File: src/rtl/note_sequencer.sv
// Melody sequencer: steps a programmable (note, duration) table and
// drives a note code with a silent gap after each entry.
module note_sequencer #(
  parameter int TICK_DIV   = 12_500_000,
  parameter int GAP_CYCLES = 1_000_000,
  parameter int SONG_LEN   = 32,
  parameter int AW         = $clog2(SONG_LEN)
) (
  input  logic          clk,
  input  logic          rst,
  input  logic          wr_en,
  input  logic [AW-1:0] wr_addr,
  input  logic [11:0]   wr_data,
  input  logic          start,
  input  logic          stop,
  input  logic          loop,
  output logic [7:0]    note,
  output logic          busy,
  output logic [AW-1:0] step,
  output logic          done
);

  localparam int MAXC = (15 * TICK_DIV > GAP_CYCLES) ?
                        15 * TICK_DIV : GAP_CYCLES;
  localparam int CW = $clog2(MAXC + 1);
  localparam logic [CW-1:0] GAP_LD = (GAP_CYCLES > 0) ?
                                     CW'(GAP_CYCLES - 1) : '0;

  typedef enum logic [1:0] {
    S_IDLE,
    S_PLAY,
    S_GAP
  } state_t;

  logic [11:0]   r_mem [SONG_LEN];
  state_t        r_state, w_nx_state;
  logic [CW-1:0] r_cnt, w_nx_cnt;
  logic [7:0]    r_note, w_nx_note;
  logic [AW-1:0] r_step, w_nx_step;
  logic          r_done, w_nx_done;

  logic [AW-1:0] w_next;
  logic [11:0]   w_e0;
  logic [11:0]   w_en;
  logic          w_end;
  logic          w_adv;

  // Notes outside 1..96 are played as a rest of the same length
  function automatic logic [7:0] f_note(input logic [7:0] n);
    return (n != 8'd0 && n <= 8'd96) ? n : 8'd0;
  endfunction

  function automatic logic [CW-1:0] f_load(input logic [3:0] d);
    return CW'(d) * CW'(TICK_DIV) - CW'(1);
  endfunction

  always_ff @(posedge clk) begin
    if (wr_en) r_mem[wr_addr] <= wr_data;
  end

  assign w_next = r_step + AW'(1);
  assign w_e0   = r_mem[0];
  assign w_en   = r_mem[w_next];
  // No wrap-around read past the last slot
  assign w_end  = (r_step == AW'(SONG_LEN - 1)) ||
                  (w_en[11:8] == 4'd0);

  always_comb begin
    w_nx_state = r_state;
    w_nx_cnt   = r_cnt;
    w_nx_note  = r_note;
    w_nx_step  = r_step;
    w_nx_done  = 1'b0;
    w_adv      = 1'b0;
    unique case (r_state)
      S_IDLE: begin
        if (start) begin
          if (w_e0[11:8] == 4'd0) begin
            w_nx_done = 1'b1;
          end else begin
            w_nx_state = S_PLAY;
            w_nx_cnt   = f_load(w_e0[11:8]);
            w_nx_note  = f_note(w_e0[7:0]);
            w_nx_step  = '0;
          end
        end
      end
      S_PLAY: begin
        if (r_cnt == '0) begin
          if (GAP_CYCLES > 0) begin
            w_nx_state = S_GAP;
            w_nx_cnt   = GAP_LD;
            w_nx_note  = 8'd0;
          end else begin
            w_adv = 1'b1;
          end
        end else begin
          w_nx_cnt = r_cnt - CW'(1);
        end
      end
      S_GAP: begin
        if (r_cnt == '0) w_adv = 1'b1;
        else             w_nx_cnt = r_cnt - CW'(1);
      end
      default: w_nx_state = S_IDLE;
    endcase

    if (w_adv) begin
      if (w_end) begin
        if (loop && w_e0[11:8] != 4'd0) begin
          w_nx_state = S_PLAY;
          w_nx_cnt   = f_load(w_e0[11:8]);
          w_nx_note  = f_note(w_e0[7:0]);
          w_nx_step  = '0;
        end else begin
          w_nx_state = S_IDLE;
          w_nx_cnt   = '0;
          w_nx_note  = 8'd0;
          w_nx_step  = '0;
          w_nx_done  = 1'b1;
        end
      end else begin
        w_nx_state = S_PLAY;
        w_nx_cnt   = f_load(w_en[11:8]);
        w_nx_note  = f_note(w_en[7:0]);
        w_nx_step  = w_next;
      end
    end

    // Abort overrides start and end-of-song alike
    if (stop) begin
      w_nx_state = S_IDLE;
      w_nx_cnt   = '0;
      w_nx_note  = 8'd0;
      w_nx_step  = '0;
      w_nx_done  = 1'b0;
    end
  end

  always_ff @(posedge clk) begin
    if (!rst) begin
      r_state <= S_IDLE;
      r_cnt   <= '0;
      r_note  <= 8'd0;
      r_step  <= '0;
      r_done  <= 1'b0;
    end else begin
      r_state <= w_nx_state;
      r_cnt   <= w_nx_cnt;
      r_note  <= w_nx_note;
      r_step  <= w_nx_step;
      r_done  <= w_nx_done;
    end
  end

  assign note = r_note;
  assign busy = (r_state != S_IDLE);
  assign step = r_step;
  assign done = r_done;

endmodule

File: config.mk
export PLATFORM = sky130hd
export DESIGN_NAME = note_sequencer
export DESIGN_NICKNAME = d
export VERILOG_FILES = /design/src/rtl/note_sequencer.sv
export SDC_FILE = /design/constraint.sdc
export NUM_CORES = 1
export LEC_CHECK = 0
export BUFFER_PORTS_ARGS = -buffer_cell sky130_fd_sc_hd__clkbuf_2
export CAP_MARGIN = 20
export CORE_MARGIN = 4
export CORE_UTILIZATION = 65
export CTS_BUF_LIST = sky130_fd_sc_hd__clkbuf_4 sky130_fd_sc_hd__clkbuf_8 sky130_fd_sc_hd__clkbuf_16
export DETAILED_ROUTE_END_ITERATION = 10
export GPL_ROUTABILITY_DRIVEN = 1
export PLACE_DENSITY = 0.82
export SLEW_MARGIN = 20
export SYNTH_ARGS = -nofsm -noshare
export SYNTH_HDL_FRONTEND = slang
export SYNTH_SLANG_ARGS = --single-unit
export TNS_END_PERCENT = 1
File: constraint.sdc
create_clock -name clk -period 12.75 [get_ports clk]
set_input_delay 0 -clock clk [delete_from_list [all_inputs] [get_ports clk]]
set_output_delay 0 -clock clk [all_outputs]
set_load 0.01 [all_outputs]
Word-level counts from Yosys, hierarchy flattened

Memory sizes are Yosys's and may differ from the RTL's.
Cells that the tools add are included.

Memories: 1
RAM bits: 384
Logic and storage cells: 84
Memory bits (read-only): 0
Latch bits: 0
Flip-flop bits (word level): 44

Shift operators: 0
Divide/modulo/power cells: 0
Reductions and logical operators: 21
Eq/ne operators: 9
Bitwise operators: 1
Magnitude comparators: 2
Multipliers: 2
Multiplexer cells: 39
$add $sub $neg: 4

Memories:

| name  | words | width | read ports | clocked after memory_dff | wr ports | line | source |
|---|---|---|---|---|---|---|---|
| r_mem | 32    | 12    | 2          | 0                        | 1        | 35   | `logic [11:0] r_mem [SONG_LEN];` |

Operators with widths:

| cell                                                            | count |
|---|---|
| 2-to-1 mux 28 bit                                               | 7 |
| case mux 28 bit (3 select lines)                                | 1 |
| subtractor 28 x 1 -> 28 bit (second input constant)             | 3 |
| 2-to-1 mux 8 bit                                                | 8 |
| multiplier 4 x 19 -> 23 bit (second input constant)             | 2 |
| zero test 28 bit                                                | 1 |
| 2-to-1 mux 5 bit                                                | 5 |
| less-or-equal comparator 8 x 7 -> 1 bit (second input constant) | 2 |
| case mux 8 bit (2 select lines)                                 | 1 |
| nonzero test 8 bit                                              | 2 |
| inequality test 3 bit (second input constant)                   | 4 |
| AND reduction 4 bit                                             | 3 |
| 2-to-1 mux 1 bit                                                | 11 |
| 2-to-1 mux 2 bit                                                | 5 |
| zero test 4 bit                                                 | 2 |
| nonzero test 4 bit                                              | 2 |
| case mux 2 bit (3 select lines)                                 | 1 |
| nonzero test 2 bit                                              | 3 |
| adder 5 x 1 -> 5 bit (second input constant)                    | 1 |
| == test 5 bit (second input constant)                           | 1 |
| inequality test 2 bit (second input constant)                   | 2 |
| logical AND 1 bit                                               | 3 |
| AND reduction 3 bit                                             | 1 |
| nonzero test 3 bit                                              | 1 |
| other kinds (6)                                                 | 6 |

Depth between registers and ports, before layout

An unclocked memory read counts as a cell.

Depth after elaboration: 8
Gate-level depth with buffers: 24

Least setup slack after synthesis

No wires, ideal clock.

Path kind: reg-to-reg
Start: reg r_step[0], in the netlist step[0]
End: reg r_cnt[26]
Path slack: 5.917 ns
Cell stages (with the launch flop): 23
Period minus slack after synthesis: 6.833 ns
Setup time: 0.118 ns
Arrival time: 6.716 ns
Required time: 12.632 ns
Buffers on the path: 5
Cells stage by stage: dfxtp_1 buf_6 buf_6 buf_6 clkbuf_1 buf_1 mux4_2 mux4_2 mux2i_1 inv_1 fa_1 fa_1 ha_1 nor2b_1 o31a_1 o21a_1 or4_4 a21oi_1 nand4_1 nor4_1 xnor2_1 o221ai_2 o2111a_1

Longest elaborated chain between the ends: 6
Elaborated cells on any way between the ends: 9
Classes of those cells: 2 x add/sub; 1 x mul; 1 x eq/ne; 2 x mux; 2 x reduce/logical; 1 x memory

RTL lines:

| element                                                         | line   | source |
|---|---|---|
| start, declared                                                 | 39     | `logic [AW-1:0] r_step, w_nx_step;` |
| start signal, assigned                                          | 151    | `r_step <= w_nx_step;` |
| adder 5 x 1 -> 5 bit                                            | 61     | `assign w_next = r_step + AW'(1);` |
| memory (32 x 12 bit)                                            | -      |  |
| multiplier 4 x 19 -> 23 bit or zero test 4 bit (tied branches)  | 54, 66 |  |
| subtractor 28 x 1 -> 28 bit or logical OR 1 bit (tied branches) | 54, 65 |  |
| 2-to-1 mux 28 bit *                                             | 109    | `if (w_end) begin` |
| 2-to-1 mux 28 bit *                                             | 108    | `if (w_adv) begin` |
| end signal, assigned                                            | 149    | `r_cnt <= w_nx_cnt;` |
| end, declared                                                   | 37     | `logic [CW-1:0] r_cnt, w_nx_cnt;` |

Every way passes the cells marked *; elsewhere a longest branch is shown, timed or not.
A chain may end at the register's enable or synchronous reset.

Worst setup path in the final report

Same ends and word-level chain as after synthesis.

==> results by stage <==
Routing:
- The vias after detailed routing is 13700.
- The routed via count divided by cell count is 7.129.
- The post-detailed-routing wire length is ~56000 um.
- The first routing iteration left 1689 violations.
- The routed length per instance is a little under 30 um.
- In this run the remaining antenna-violating nets after routing total 0.
- The remaining design rule violation count is 0.
- The number of iterations in the first detailed-routing pass is 5.

Cells and area:
- The finished cells cover 23230 sq um.
- The layout has 1836 filler cells.
- The share of cells above drive strength 1 is 19.82%.
- Compared with the post-synthesis result, the final layout area differs by 10.52%.
- The layout net count is approximately 1600.
- The repair_antennas step left the layout with diodes totalling 0.

Yosys:
- The top flip-flop cell by instance count after synthesis is sky130_fd_sc_hd__edfxtp_1.
- After synthesis the cells add up to 21020 sq um.
- Ranked by total cell area, the synthesized netlist is headed by sky130_fd_sc_hd__edfxtp_1 (55%), sky130_fd_sc_hd__mux4_2 (12%), sky130_fd_sc_hd__dfxtp_1 (4.2%), sky130_fd_sc_hd__ha_1 (3.8%), sky130_fd_sc_hd__nor2_1 (2.1%).
- The fraction of the mapped netlist area in compound gates is 8.255%.
- After technology mapping, the gate count stands at between 1000 and 1500.
- The combinational family with the most area after synthesis is multiplexers.
- The biggest area consumer among synthesized cells is sky130_fd_sc_hd__edfxtp_1.
- The synthesized design devotes to its leading area cell type 54.85% of total area.
- The post-synthesis sequential element count is 428.
- The multiplexer fraction of the synthesized cell area is 13.31%.
- The average size of a mapped cell is 14.77 sq um.
- Of the total synthesized cell area, the portion taken by XOR and XNOR cells is approximately 3.3%.
- The synthesized netlist net count is 1526.
- The unique cell type count in the Yosys netlist is 87.
- The share of synthesized registers carrying an async set or reset is 0%.
- The part of the Yosys area used for sequential elements is 59.04%.
- The cell with the most instances after synthesis is sky130_fd_sc_hd__edfxtp_1.
- After Yosys synthesis, and, or, nand and nor cells account for 8.386% of the synthesized area.
- The adder-cell share of the synthesized area is 5.333%.
- Yosys mapped a number of flops with a built-in enable equal to 384.
- The number of warnings printed during yosys synthesis is 0.
- In the synthesized netlist, the cells that appear most often are sky130_fd_sc_hd__edfxtp_1 (384), sky130_fd_sc_hd__mux4_2 (116), sky130_fd_sc_hd__nor2_1 (116).

Power and ir drop:
- The largest vdd supply drop is 0.1503 mV.
- The internal portion of the total power is 0.002368 W.
- The fraction of power spent switching nets is 23.16%.
- Summed over all nets, the switching power comes to 0.0007138 W.
- The portion of total power attributed to combinational logic is 7.1%.
- The share of power burned in the clock network is 42.3%.
- The static leakage is 7.811 nW.
- Registers are responsible for 50.7% of the overall power.
- For this design the ratio of total power to cell area is 132.6 nW/um^2.

Critical path:
- The startpoint class of the critical path is a flip-flop.
- Measured in cells, the most critical reg-to-reg path has a length of 19.
- The minimum setup slack among reg-to-reg paths is 4.25 ns.
- The worst register-to-register path begins at step[0]$_SDFFE_PP0P_.
- At the worst endpoint, the required time is 13.19 ns.
- STA classifies the critical path endpoint as a flip-flop.
- The worst-path maximum fanout is 55.
- Data arrives at the worst endpoint at 8.94 ns.
- The startpoint-to-endpoint class of the critical path is reg2reg.
- The worst register-to-register path ends at r_cnt[26]$_SDFFE_PP0P_.

Floorplan:
- The number of top-level pins is 38.
- The initial utilization of the core area, before any placement, comes to roughly 66%.
- The chip height is between 150 and 200 um.
- The total area inside the core boundary comes to ~32000 sq um.
- The floorplan has 65 rows.
- The die extent in x is 187.8 um.
- The die outline area is 35280 sq um.

CTS:
- No sink is reached through more buffers than the 3 on the longest clock path.
- The CTS root buffer is sky130_fd_sc_hd__clkbuf_16.
- The insertion delay to the later sink of the worst-skew pair is ~0.56 ns.
- The level count of the clock H-tree is 2.
- The buffers inserted during post-CTS setup optimization is 0.
- The number of buffers added by the clock tree synthesis step is 42.
- After clock tree synthesis, the clock-pin slew on the worst setup and hold paths is 0.06 ns.
- The number of sinks on the clock net is 428.
- The clock tree from TritonCTS is done.

Flow run:
- The tool flagged a number of max-cap violations equal to 0.

STA:
- The remaining max-slew budget at the tightest pin is 26.12%.
- The number of hold violations in the final report came to 0.
- On the final layout, the worst clock skew is 0.02575 ns.
- The clock period minus worst slack is 8.498 ns.
- The summed negative setup slack over all endpoints is 0 ns.
- On the final layout, the worst hold slack is 0.06959 ns.
- Setup violations remaining at the end of the flow were counted as 0.
- Based on the critical path, the design can be clocked at up to around 120 MHz.
- Setup repair after global routing left no endpoint under its margin.
- The max-slew violation total from the final report was 0.
- The post-route fraction of the period consumed by the critical path is 66.65%.
- The measured slew at the worst slew-check pin is 1.107 ns.

Placement:
- Summing all placed instances gives a cell area of between 20000 and 25000 sq um.
- The placed wire-length estimate is 33100 um.
- At the end of routability-driven placement, the weighted congestion stood at ~0.9.
- The number of port buffers is 37.

Worst hold path:
- The worst hold path begins at rst.
- For hold timing, the worst endpoint is step[4]$_SDFFE_PP0P_.
- Along the worst hold path, the cell count comes to 4.
- The class of the worst hold path is in2reg.

GRT:
- The wire length of the first global-routing pass is 86090 um.
- Global routing used 32.08% of the available tracks across all layers.
- The maximum number of pins on one net before global-route repair is 56.
- The via count of the first global-routing pass is 13710.
- The initial antenna violation count came to 1.
- For this run the aggregate overflow at the end of global routing stands at 0.

Outcome:
- The run finished with clean final reports.
-- critical path, stage by stage (launching register included) --
cell                       delay [ns]
sky130_fd_sc_hd__dfxtp_4         0.69
sky130_fd_sc_hd__ha_4            0.67
sky130_fd_sc_hd__buf_4           0.78
sky130_fd_sc_hd__mux4_2          0.59
sky130_fd_sc_hd__mux4_2          0.48
sky130_fd_sc_hd__mux2i_1         0.44
sky130_fd_sc_hd__inv_1           0.21
sky130_fd_sc_hd__fa_1            0.54
sky130_fd_sc_hd__fa_1            0.50
sky130_fd_sc_hd__ha_1            0.52
sky130_fd_sc_hd__clkinv_1        0.35
sky130_fd_sc_hd__o32ai_1         0.62
sky130_fd_sc_hd__nor2_1          0.14
sky130_fd_sc_hd__xnor2_1         0.19
sky130_fd_sc_hd__nor4_1          0.55
sky130_fd_sc_hd__nand2_1         0.19
sky130_fd_sc_hd__nor4_1          0.32
sky130_fd_sc_hd__xnor2_1         0.18
sky130_fd_sc_hd__o221ai_2        0.13
sky130_fd_sc_hd__o2111a_1        0.16
-- power groups by stage --
stage               clock [W]  combinational (W)  sequential (W)
global placement            0           0.000204         0.00159
floorplan                   0           0.000143         0.00159
CTS                   0.00131           0.000214         0.00156
detailed placement          0           0.000209         0.00159
global route          0.00138           0.000238         0.00156
finish                0.00130           0.000219         0.00156
-- cells by family (layout without fill, tap and decap cells) --
family | count (synthesis) | after routing
muxes | 134 | 134
AOI/OAI and AO/OA | 253 | 253
adders and majority gates | 80 | 80
DFF | 428 | 428
and+or+nand+nor | 342 | 342
xor gates and xnor gates | 77 | 77
buffers and inverters | 109 | 205
-- final cells by class --
type | count | area, sq um | share of cell area [%]
inverter | 48 | 180.2 | 0.7755
sequential | 428 | 12420 | 53.44
tap | 402 | 503.0 | 2.165
clock buffer | 52 | 1167 | 5.025
timing repair buffer | 80 | 515.5 | 2.219
multi-input combinational | 886 | 8155 | 35.10
clock inverter | 25 | 295.3 | 1.271
-- sequential cells by signal, indices dropped and copies added (netlist names) --
name and count:
r_mem 384, r_cnt 28, note 8, step 5, r_state 2, done 1
-- metal layers --
layer / GRT usage, % / vias up / share of wire, %
li1: - / 5733 / -
met1: 43.86 / 6831 / 37
met2: 52.23 / 954 / 49
met3: 6.441 / 175 / 9.8
met4: 11.72 / 2 / 4.6
met5: 0 / - / 0.020
-- per-stage QoR --
stage	total power, W	setup slack [ns]	utilization (%)	instances
2_1_floorplan	0.001729	5.917	-	1423
3_3_place_gp	0.001792	4.478	68.53	1841
3_5_place_dp	0.001798	4.287	68.53	1841
4_1_cts	0.003083	4.219	73.23	1921
5_1_grt	0.003177	3.615	73.25	1921
6_report	0.003081	4.252	73.25	1921
-- how the worst max path moves through the flow --
stage	slack [ns]	depth (start not counted)	end	from
detailed placement	4.29	19	r_cnt[26]$_SDFFE_PP0P_	step[0]$_SDFFE_PP0P_
finish	4.25	19	r_cnt[26]$_SDFFE_PP0P_	step[0]$_SDFFE_PP0P_
global route	3.61	19	r_cnt[26]$_SDFFE_PP0P_	step[0]$_SDFFE_PP0P_
floorplan	5.92	22	r_cnt[26]$_SDFFE_PP0P_	step[0]$_SDFFE_PP0P_
global placement	4.48	19	r_cnt[26]$_SDFFE_PP0P_	step[0]$_SDFFE_PP0P_
CTS	4.22	19	r_cnt[26]$_SDFFE_PP0P_	step[0]$_SDFFE_PP0P_
-- layout by cell type, fill, tap and decap left out, types with 8 or more instances in the layout --
cell | netlist | routed
sky130_fd_sc_hd__o211ai_1 | 16 | 16
sky130_fd_sc_hd__o21ai_1 | 12 | 11
sky130_fd_sc_hd__mux4_2 | 116 | 116
sky130_fd_sc_hd__xnor2_1 | 41 | 40
sky130_fd_sc_hd__a21o_1 | 15 | 15
sky130_fd_sc_hd__edfxtp_1 | 384 | 384
sky130_fd_sc_hd__a21oi_1 | 65 | 65
sky130_fd_sc_hd__nand2b_1 | 12 | 12
sky130_fd_sc_hd__nor2b_1 | 10 | 10
sky130_fd_sc_hd__o221ai_1 | 18 | 18
sky130_fd_sc_hd__fa_1 | 16 | 16
sky130_fd_sc_hd__o22ai_1 | 12 | 12
sky130_fd_sc_hd__dfxtp_1 | 44 | 43
sky130_fd_sc_hd__o21ai_0 | 37 | 37
sky130_fd_sc_hd__a211oi_1 | 10 | 10
sky130_fd_sc_hd__clkbuf_16 | 0 | 44
sky130_fd_sc_hd__nor3_1 | 21 | 21
sky130_fd_sc_hd__ha_1 | 64 | 63
sky130_fd_sc_hd__nand3_1 | 34 | 34
sky130_fd_sc_hd__clkbuf_2 | 0 | 37
sky130_fd_sc_hd__inv_1 | 47 | 47
sky130_fd_sc_hd__nand2_1 | 66 | 66
sky130_fd_sc_hd__mux2i_1 | 14 | 14
sky130_fd_sc_hd__nor2_1 | 116 | 113
sky130_fd_sc_hd__buf_4 | 4 | 40
sky130_fd_sc_hd__xor2_1 | 34 | 34
sky130_fd_sc_hd__nand4_1 | 8 | 8
sky130_fd_sc_hd__nand3b_1 | 13 | 13
sky130_fd_sc_hd__clkinv_2 | 0 | 8
sky130_fd_sc_hd__and3_1 | 9 | 9
-- what timing repair did --
action	4_1_cts	5_1_grt
gates resized for setup	0	0
setup endpoints to repair	0	0
hold buffers	3	0
hold endpoints to repair	6	0
No activity file was read; power rests on OpenSTA's default activity.
